**src/rtl/smash_pkg.sv**
```systemverilog
// Shared types for the game state manager: player life states and ctrl_word bit map.
package smash_pkg;

    typedef enum logic [1:0] {
        ST_ALIVE   = 2'd0,
        ST_KO      = 2'd1,
        ST_RESPAWN = 2'd2,
        ST_OUT     = 2'd3
    } player_state_t;

    localparam int unsigned CNT_W  = 32;
    localparam int unsigned HALF_W = 16;
    localparam int unsigned WORD_W = 32;

    localparam int unsigned CTRL_RUMBLE1   = 0;
    localparam int unsigned CTRL_RUMBLE2   = 1;
    localparam int unsigned CTRL_PHYS_RST1 = 2;
    localparam int unsigned CTRL_PHYS_RST2 = 3;
    localparam int unsigned CTRL_GAME_OVER = 4;
    localparam int unsigned CTRL_WINNER    = 5;
    localparam int unsigned CTRL_DRAW      = 6;

endpackage

```
**src/rtl/player_life_fsm.sv**
```systemverilog
// One player's life cycle: damage accumulation, lives, KO / respawn sequencing and pulse timers.
module player_life_fsm
    import smash_pkg::*;
#(
    parameter int unsigned START_LIVES     = 3,
    parameter int unsigned DMG_MAX         = 999,
    parameter int unsigned PHYS_RST_CYCLES = 4,
    parameter int unsigned RESPAWN_CYCLES  = 50_000_000,
    parameter int unsigned RUMBLE_CYCLES   = 25_000_000
) (
    input  logic               clock,
    input  logic               reset,
    input  logic               game_start,
    input  logic               freeze,
    input  logic               oob,
    input  logic [HALF_W-1:0]  dmg_inc,
    input  logic               dmg_valid,
    output player_state_t      state,
    output logic [HALF_W-1:0]  lives,
    output logic [HALF_W-1:0]  damage,
    output logic               phys_rst,
    output logic               rumble
);

    localparam logic [CNT_W-1:0]  PHYS_LOAD   = CNT_W'(PHYS_RST_CYCLES - 1);
    localparam logic [CNT_W-1:0]  RESP_LOAD   = CNT_W'(RESPAWN_CYCLES - 1);
    localparam logic [CNT_W-1:0]  RUMBLE_LOAD = CNT_W'(RUMBLE_CYCLES - 1);
    localparam logic [HALF_W-1:0] LIVES_INIT  = HALF_W'(START_LIVES);
    localparam logic [HALF_W-1:0] DMG_SAT     = HALF_W'(DMG_MAX);

    logic [CNT_W-1:0]  phys_cnt;
    logic [CNT_W-1:0]  rumble_cnt;
    logic [CNT_W-1:0]  resp_cnt;
    logic [HALF_W:0]   dmg_sum;

    assign dmg_sum = {1'b0, damage} + {1'b0, dmg_inc};

    always_ff @(posedge clock or negedge reset) begin
        if (!reset) begin
            state      <= ST_ALIVE;
            lives      <= LIVES_INIT;
            damage     <= '0;
            phys_rst   <= 1'b0;
            rumble     <= 1'b0;
            phys_cnt   <= '0;
            rumble_cnt <= '0;
            resp_cnt   <= '0;
        end else if (game_start) begin
            state      <= ST_RESPAWN;
            lives      <= LIVES_INIT;
            damage     <= '0;
            phys_rst   <= 1'b1;
            phys_cnt   <= PHYS_LOAD;
            rumble     <= 1'b0;
            rumble_cnt <= '0;
            resp_cnt   <= RESP_LOAD;
        end else if (!freeze) begin
            // Pulse timers run independently of the state; a KO below reloads them.
            if (phys_rst) begin
                if (phys_cnt == '0) phys_rst <= 1'b0;
                else                phys_cnt <= phys_cnt - 1'b1;
            end
            if (rumble) begin
                if (rumble_cnt == '0) rumble     <= 1'b0;
                else                  rumble_cnt <= rumble_cnt - 1'b1;
            end

            unique case (state)
                ST_ALIVE: begin
                    if (oob) begin
                        state      <= ST_KO;
                        lives      <= (lives == '0) ? '0 : lives - 1'b1;
                        damage     <= '0;
                        phys_rst   <= 1'b1;
                        phys_cnt   <= PHYS_LOAD;
                        rumble     <= 1'b1;
                        rumble_cnt <= RUMBLE_LOAD;
                    end else if (dmg_valid) begin
                        damage <= (dmg_sum > {1'b0, DMG_SAT}) ? DMG_SAT : dmg_sum[HALF_W-1:0];
                    end
                end
                ST_KO: begin
                    if (phys_cnt == '0) begin
                        state    <= (lives == '0) ? ST_OUT : ST_RESPAWN;
                        resp_cnt <= RESP_LOAD;
                    end
                end
                ST_RESPAWN: begin
                    if (resp_cnt == '0) state    <= ST_ALIVE;
                    else                resp_cnt <= resp_cnt - 1'b1;
                end
                ST_OUT: begin
                    state <= ST_OUT;
                end
                default: state <= ST_ALIVE;
            endcase
        end
    end

endmodule

```
**src/rtl/game_state_manager.sv**
```systemverilog
// Two-player match supervisor: blast-zone detection, game-over / winner resolution and mmio packing.
module game_state_manager
    import smash_pkg::*;
#(
    parameter int unsigned START_LIVES     = 3,
    parameter int unsigned DMG_MAX         = 999,
    parameter int unsigned X_MAX           = 1023,
    parameter int unsigned Y_MAX           = 767,
    parameter int unsigned PHYS_RST_CYCLES = 4,
    parameter int unsigned RESPAWN_CYCLES  = 50_000_000,
    parameter int unsigned RUMBLE_CYCLES   = 25_000_000
) (
    input  logic              clock,
    input  logic              reset,
    input  logic              game_start,
    input  logic [WORD_W-1:0] pos1,
    input  logic [WORD_W-1:0] pos2,
    input  logic [HALF_W-1:0] dmg1_inc,
    input  logic [HALF_W-1:0] dmg2_inc,
    input  logic              dmg1_valid,
    input  logic              dmg2_valid,
    input  logic [WORD_W-1:0] size1,
    input  logic [WORD_W-1:0] size2,
    output logic [WORD_W-1:0] ctrl_word,
    output logic [WORD_W-1:0] damage1,
    output logic [WORD_W-1:0] damage2,
    output logic [WORD_W-1:0] size1_out,
    output logic [WORD_W-1:0] size2_out,
    output logic [WORD_W-1:0] lives1,
    output logic [WORD_W-1:0] lives2
);

    localparam logic [HALF_W-1:0] X_LIM = HALF_W'(X_MAX);
    localparam logic [HALF_W-1:0] Y_LIM = HALF_W'(Y_MAX);

    logic [WORD_W-1:0] pos1_q, pos2_q;
    logic              oob1, oob2;
    logic              game_over, winner, draw;
    player_state_t     state1, state2;
    logic [HALF_W-1:0] lives1_q, lives2_q, damage1_q, damage2_q;
    logic              phys_rst1, phys_rst2, rumble1, rumble2;
    logic              out1, out2;

    // Unsigned compare: negative coordinates wrap high and land out of bounds.
    assign oob1 = (pos1_q[31:16] > X_LIM) || (pos1_q[15:0] > Y_LIM);
    assign oob2 = (pos2_q[31:16] > X_LIM) || (pos2_q[15:0] > Y_LIM);
    assign out1 = (state1 == ST_OUT);
    assign out2 = (state2 == ST_OUT);

    always_ff @(posedge clock or negedge reset) begin
        if (!reset) begin
            pos1_q    <= '0;
            pos2_q    <= '0;
            size1_out <= '0;
            size2_out <= '0;
            game_over <= 1'b0;
            winner    <= 1'b0;
            draw      <= 1'b0;
        end else begin
            pos1_q <= pos1;
            pos2_q <= pos2;
            if (game_start) begin
                size1_out <= size1;
                size2_out <= size2;
                game_over <= 1'b0;
                winner    <= 1'b0;
                draw      <= 1'b0;
            end else if (!game_over) begin
                size1_out <= size1;
                size2_out <= size2;
                if (out1 || out2) begin
                    game_over <= 1'b1;
                    draw      <= out1 && out2;
                    winner    <= out1 && !out2;
                end
            end
        end
    end

    player_life_fsm #(
        .START_LIVES(START_LIVES), .DMG_MAX(DMG_MAX), .PHYS_RST_CYCLES(PHYS_RST_CYCLES),
        .RESPAWN_CYCLES(RESPAWN_CYCLES), .RUMBLE_CYCLES(RUMBLE_CYCLES)
    ) u_p1 (
        .clock(clock), .reset(reset), .game_start(game_start), .freeze(game_over),
        .oob(oob1), .dmg_inc(dmg1_inc), .dmg_valid(dmg1_valid), .state(state1),
        .lives(lives1_q), .damage(damage1_q), .phys_rst(phys_rst1), .rumble(rumble1)
    );

    player_life_fsm #(
        .START_LIVES(START_LIVES), .DMG_MAX(DMG_MAX), .PHYS_RST_CYCLES(PHYS_RST_CYCLES),
        .RESPAWN_CYCLES(RESPAWN_CYCLES), .RUMBLE_CYCLES(RUMBLE_CYCLES)
    ) u_p2 (
        .clock(clock), .reset(reset), .game_start(game_start), .freeze(game_over),
        .oob(oob2), .dmg_inc(dmg2_inc), .dmg_valid(dmg2_valid), .state(state2),
        .lives(lives2_q), .damage(damage2_q), .phys_rst(phys_rst2), .rumble(rumble2)
    );

    always_comb begin
        ctrl_word                 = '0;
        ctrl_word[CTRL_RUMBLE1]   = rumble1;
        ctrl_word[CTRL_RUMBLE2]   = rumble2;
        ctrl_word[CTRL_PHYS_RST1] = phys_rst1;
        ctrl_word[CTRL_PHYS_RST2] = phys_rst2;
        ctrl_word[CTRL_GAME_OVER] = game_over;
        ctrl_word[CTRL_WINNER]    = winner;
        ctrl_word[CTRL_DRAW]      = draw;
    end

    assign damage1 = {16'h0000, damage1_q};
    assign damage2 = {16'h0000, damage2_q};
    assign lives1  = {16'h0000, lives1_q};
    assign lives2  = {16'h0000, lives2_q};

endmodule

```
**config.mk**
```make
export PLATFORM = sky130hd
export DESIGN_NAME = game_state_manager
export DESIGN_NICKNAME = d
export VERILOG_FILES = /design/src/rtl/smash_pkg.sv /design/src/rtl/player_life_fsm.sv /design/src/rtl/game_state_manager.sv
export SDC_FILE = /design/constraint.sdc
export NUM_CORES = 1
export LEC_CHECK = 0
export CAP_MARGIN = 5
export CELL_PAD_IN_SITES_DETAIL_PLACEMENT = 2
export CELL_PAD_IN_SITES_GLOBAL_PLACEMENT = 2
export CORE_ASPECT_RATIO = 1.2
export CORE_MARGIN = 2
export CORE_UTILIZATION = 36
export DETAILED_ROUTE_END_ITERATION = 7
export DONT_BUFFER_PORTS = 1
export PLACE_DENSITY = 0.78
export SYNTH_ARGS = -nofsm -noshare
export SYNTH_HDL_FRONTEND = slang
export SYNTH_HIERARCHICAL = 1
export SYNTH_SLANG_ARGS = --single-unit
```
**constraint.sdc**
```tcl
create_clock -name clock -period 2.9 [get_ports clock]
set_input_delay 0.58 -clock clock [delete_from_list [all_inputs] [get_ports clock]]
set_output_delay 0.58 -clock clock [all_outputs]
set_load 0.1 [all_outputs]
```
==> out/metrics.cfg <==
[clock_tree]
numCtsBuffers=42
numClockSinks=359
cts_root_buf=sky130_fd_sc_hd__clkbuf_16
cts_tree=yes
clock_latency_ps=570
clk_path_buf_depth=3
ctsHoldBuffers=4
clk_pin_slew_ps=70
cts_max_level=2

[layout]
layout.cells.most_common=sky130_fd_sc_hd__dfrtp_1
multiInputGateArea_um2=10600
final.fill_count=5787
final_cells=3034
drive_gt1_share_pct=24.0
finish.net_count=2489
final_cell_mix=323 x sky130_fd_sc_hd__dfrtp_1, 246 x sky130_fd_sc_hd__buf_4, 215 x sky130_fd_sc_hd__nor2_1
layout.area.seq_um2=9050
final_area_um2=24300
area_added_between_synthesis_and_finish_pct=21.6

[outcome]
violations_in_the_final_reports=negative hold slack, negative setup slack
outcome=complete, but fails checks

[global_route]
global_route_wire_length_before_repair_um=107000
grt_antenna_before_repair=6
gr-usage-all-layers_pct=22.8
grt_pass1_vias=19300
gr-total-overflow=0
maximum_number_of_pins_on_one_net_before_global_route_repair=360

[yosys]
ys_ff_latch=359
post_synth_num_cell_types=92
async_flop_share_pct=100
synthFlopType=sky130_fd_sc_hd__dfrtp_1
seq_area_frac_synth_pct=44.9
synth-edff-count=0
synth_warnings=6
avgSynthCellArea_um2=9.68
synthCells=2067
syn-cell-area_um2=20000

[place]
postPlaceCellArea_um2=22100
detailed_place_hpwl_um=46300
port-buffer-count=0
place_inst=2938
post-place-ws_ps=-520
place_congestion=0.842

[sta]
drv_slew=0
timing.setup.tns_ps=-1080
report.final.setup_viol=10
finalCritPeriodShare_pct=108
max-slew-margin-rel_pct=4.97
timing.fmax_mhz=320
finalHoldViolations=267
unrepaired_setup_endpoints_after_global_routing=true
setup_slack_ps=-226
clock-skew-final_ps=15.5
holdWs_ps=-290
worst_slew_pin_slew_ps=1430
final.min_clock_period_ps=3130

[power]
areal_power_density_over_the_cells_nw_per_um2=834
power_leakage_nw=10.9
largest_vdd_supply_drop_mv=0.609

[setup_path]
r2r-start=u_p1/damage[0]
cp-start-kind=flop
criticalPathCategory=flop to flop
arrival_time_at_the_worst_endpoint_ps=3580
crit_fanout=4
cp.required_ps=3350
crit_path_end_kind=flop
critical_path.startpoint=u_p1/damage[0]

[route]
detail_route.vias_per_cell=5.70
detail_route.first_pass.iterations=6
drcViolationCount=0
first_iter_violations=849
route.antenna.remaining_nets=0
num_vias=17300
postRouteWirelength_um=69000
wl_per_cell_um=22.7

[worst_hold_path]
hold_path.class=input pin to async pin

[die]
initial_core_utilization_pct=36.4
design.die.area_um2=57500
chipWidth_um=219
i_o_pins=389
area_of_the_core_um2=54900
row_count=94
die_h_um=262

[run]
cap_violations=0

Yosys cell counts (all sizes together) (39+ instances only):
master  number  share of area, %
xor2        42               1.8
ha          44               2.8
nor4        61               2.1
clkbuf      62               1.2
mux2        65               4.8
or3         51               1.6
nand3       53               1.3
a21oi      134               3.4
nand2      137               2.6
nor3        90               2.3
buf        121               4.9
inv         39              0.73
o21ai      136               3.4
nor2       217               4.1
dfrtp      355                44
xnor2       51               2.2
sequential cells by signal (all words and copies together) (netlist names), 2 cells and up:
| signal | count |
|---|---|
| size1_out | 32 |
| size2_out | 32 |
| u_p1/phys_cnt | 32 |
| u_p1/resp_cnt | 32 |
| u_p1/rumble_cnt | 32 |
| u_p2/phys_cnt | 32 |
| u_p2/resp_cnt | 32 |
| u_p2/rumble_cnt | 32 |
| u_p1/damage | 16 |
| u_p1/lives | 16 |
| u_p2/damage | 16 |
| u_p2/lives | 16 |
| pos1_q | 14 |
| pos2_q | 14 |
| u_p1/state | 2 |
| u_p2/state | 2 |
what timing repair did:
action | CTS | global route
setup endpoints to repair | 84 | 109
gates cloned | 0 | 1
buffers inserted | 4 | 7
resized for setup | 33 | 86
pin swaps | 6 | 30
endpoints found under the hold margin | 363 | 357
worst paths after layout:
kind                                     end  slack [ps]  cells after the start
setup / recovery              u_p1/damage[5]        -230                     11
hold / removal                 size1_out[21]        -290                      0
setup reg to reg              u_p1/damage[5]        -230                     11
hold reg to reg            u_p1/resp_cnt[21]         490                      1
max in group asynchronous     u_p1/damage[4]        1860                      0
min in group clock                pos2_q[14]          30                      0
stage by stage:
step	util, %	total power [W]
5_1_grt	44.3	0.0214
6_report	44.3	0.0203
3_3_place_gp	40.2	0.0135
4_1_cts	43.4	0.0201
3_5_place_dp	40.2	0.0139
2_1_floorplan	-	0.0118
cells by family after synthesis:
kind of cell    Yosys count  synth area share, %
other cells               1               0.0187
compound gates          487                 15.6
mux                      67                 4.88
xor+xnor                 93                 4.07
simple gates            792                 20.8
fa+ha+maj                46                 2.95
buf+inv                 222                 6.75
flops                   359                 44.9
worst max-delay path, cell delays in order, from the launching register on:
cell and delay [ps]:
sky130_fd_sc_hd__dfrtp_4 440, sky130_fd_sc_hd__ha_4 140, sky130_fd_sc_hd__inv_2 40, sky130_fd_sc_hd__fa_2 370
sky130_fd_sc_hd__nand2b_4 180, sky130_fd_sc_hd__a211oi_4 290, sky130_fd_sc_hd__nor3_1 130, sky130_fd_sc_hd__o21ai_1 270
sky130_fd_sc_hd__mux2i_1 440, sky130_fd_sc_hd__nand4_1 190, sky130_fd_sc_hd__buf_6 180, sky130_fd_sc_hd__a221o_1 320
report_power, final:
| part | internal [W] | total (W) | switching, W |
|---|---|---|---|
| Sequential | 0.00563 | 0.00721 | 0.00159 |
| Combinational | 0.00263 | 0.00714 | 0.00452 |
| Clock | 0.00363 | 0.00594 | 0.00231 |
| Total | 0.0119 | 0.0203 | 0.00841 |
routing by layer:
metal  GRT usage (%)  up-vias  part of all wire, %
met4            8.20        4                  3.7
met5               0        -                0.039
li1                -     7806                    -
met1            25.5     8937                   38
met2            42.8      390                   54
met3            3.98      158                  4.3
final cells by class:
cell class,instances,share of cell area [%]
inverter,39,0.602
tap,720,3.70
timing repair buffer,262,8.50
multi-input combinational,1574,43.7
sequential,359,37.2
clock buffer,52,4.89
antenna,4,0.0411
clock inverter,24,1.41
Note: power is estimated with default switching activity, not from simulation.
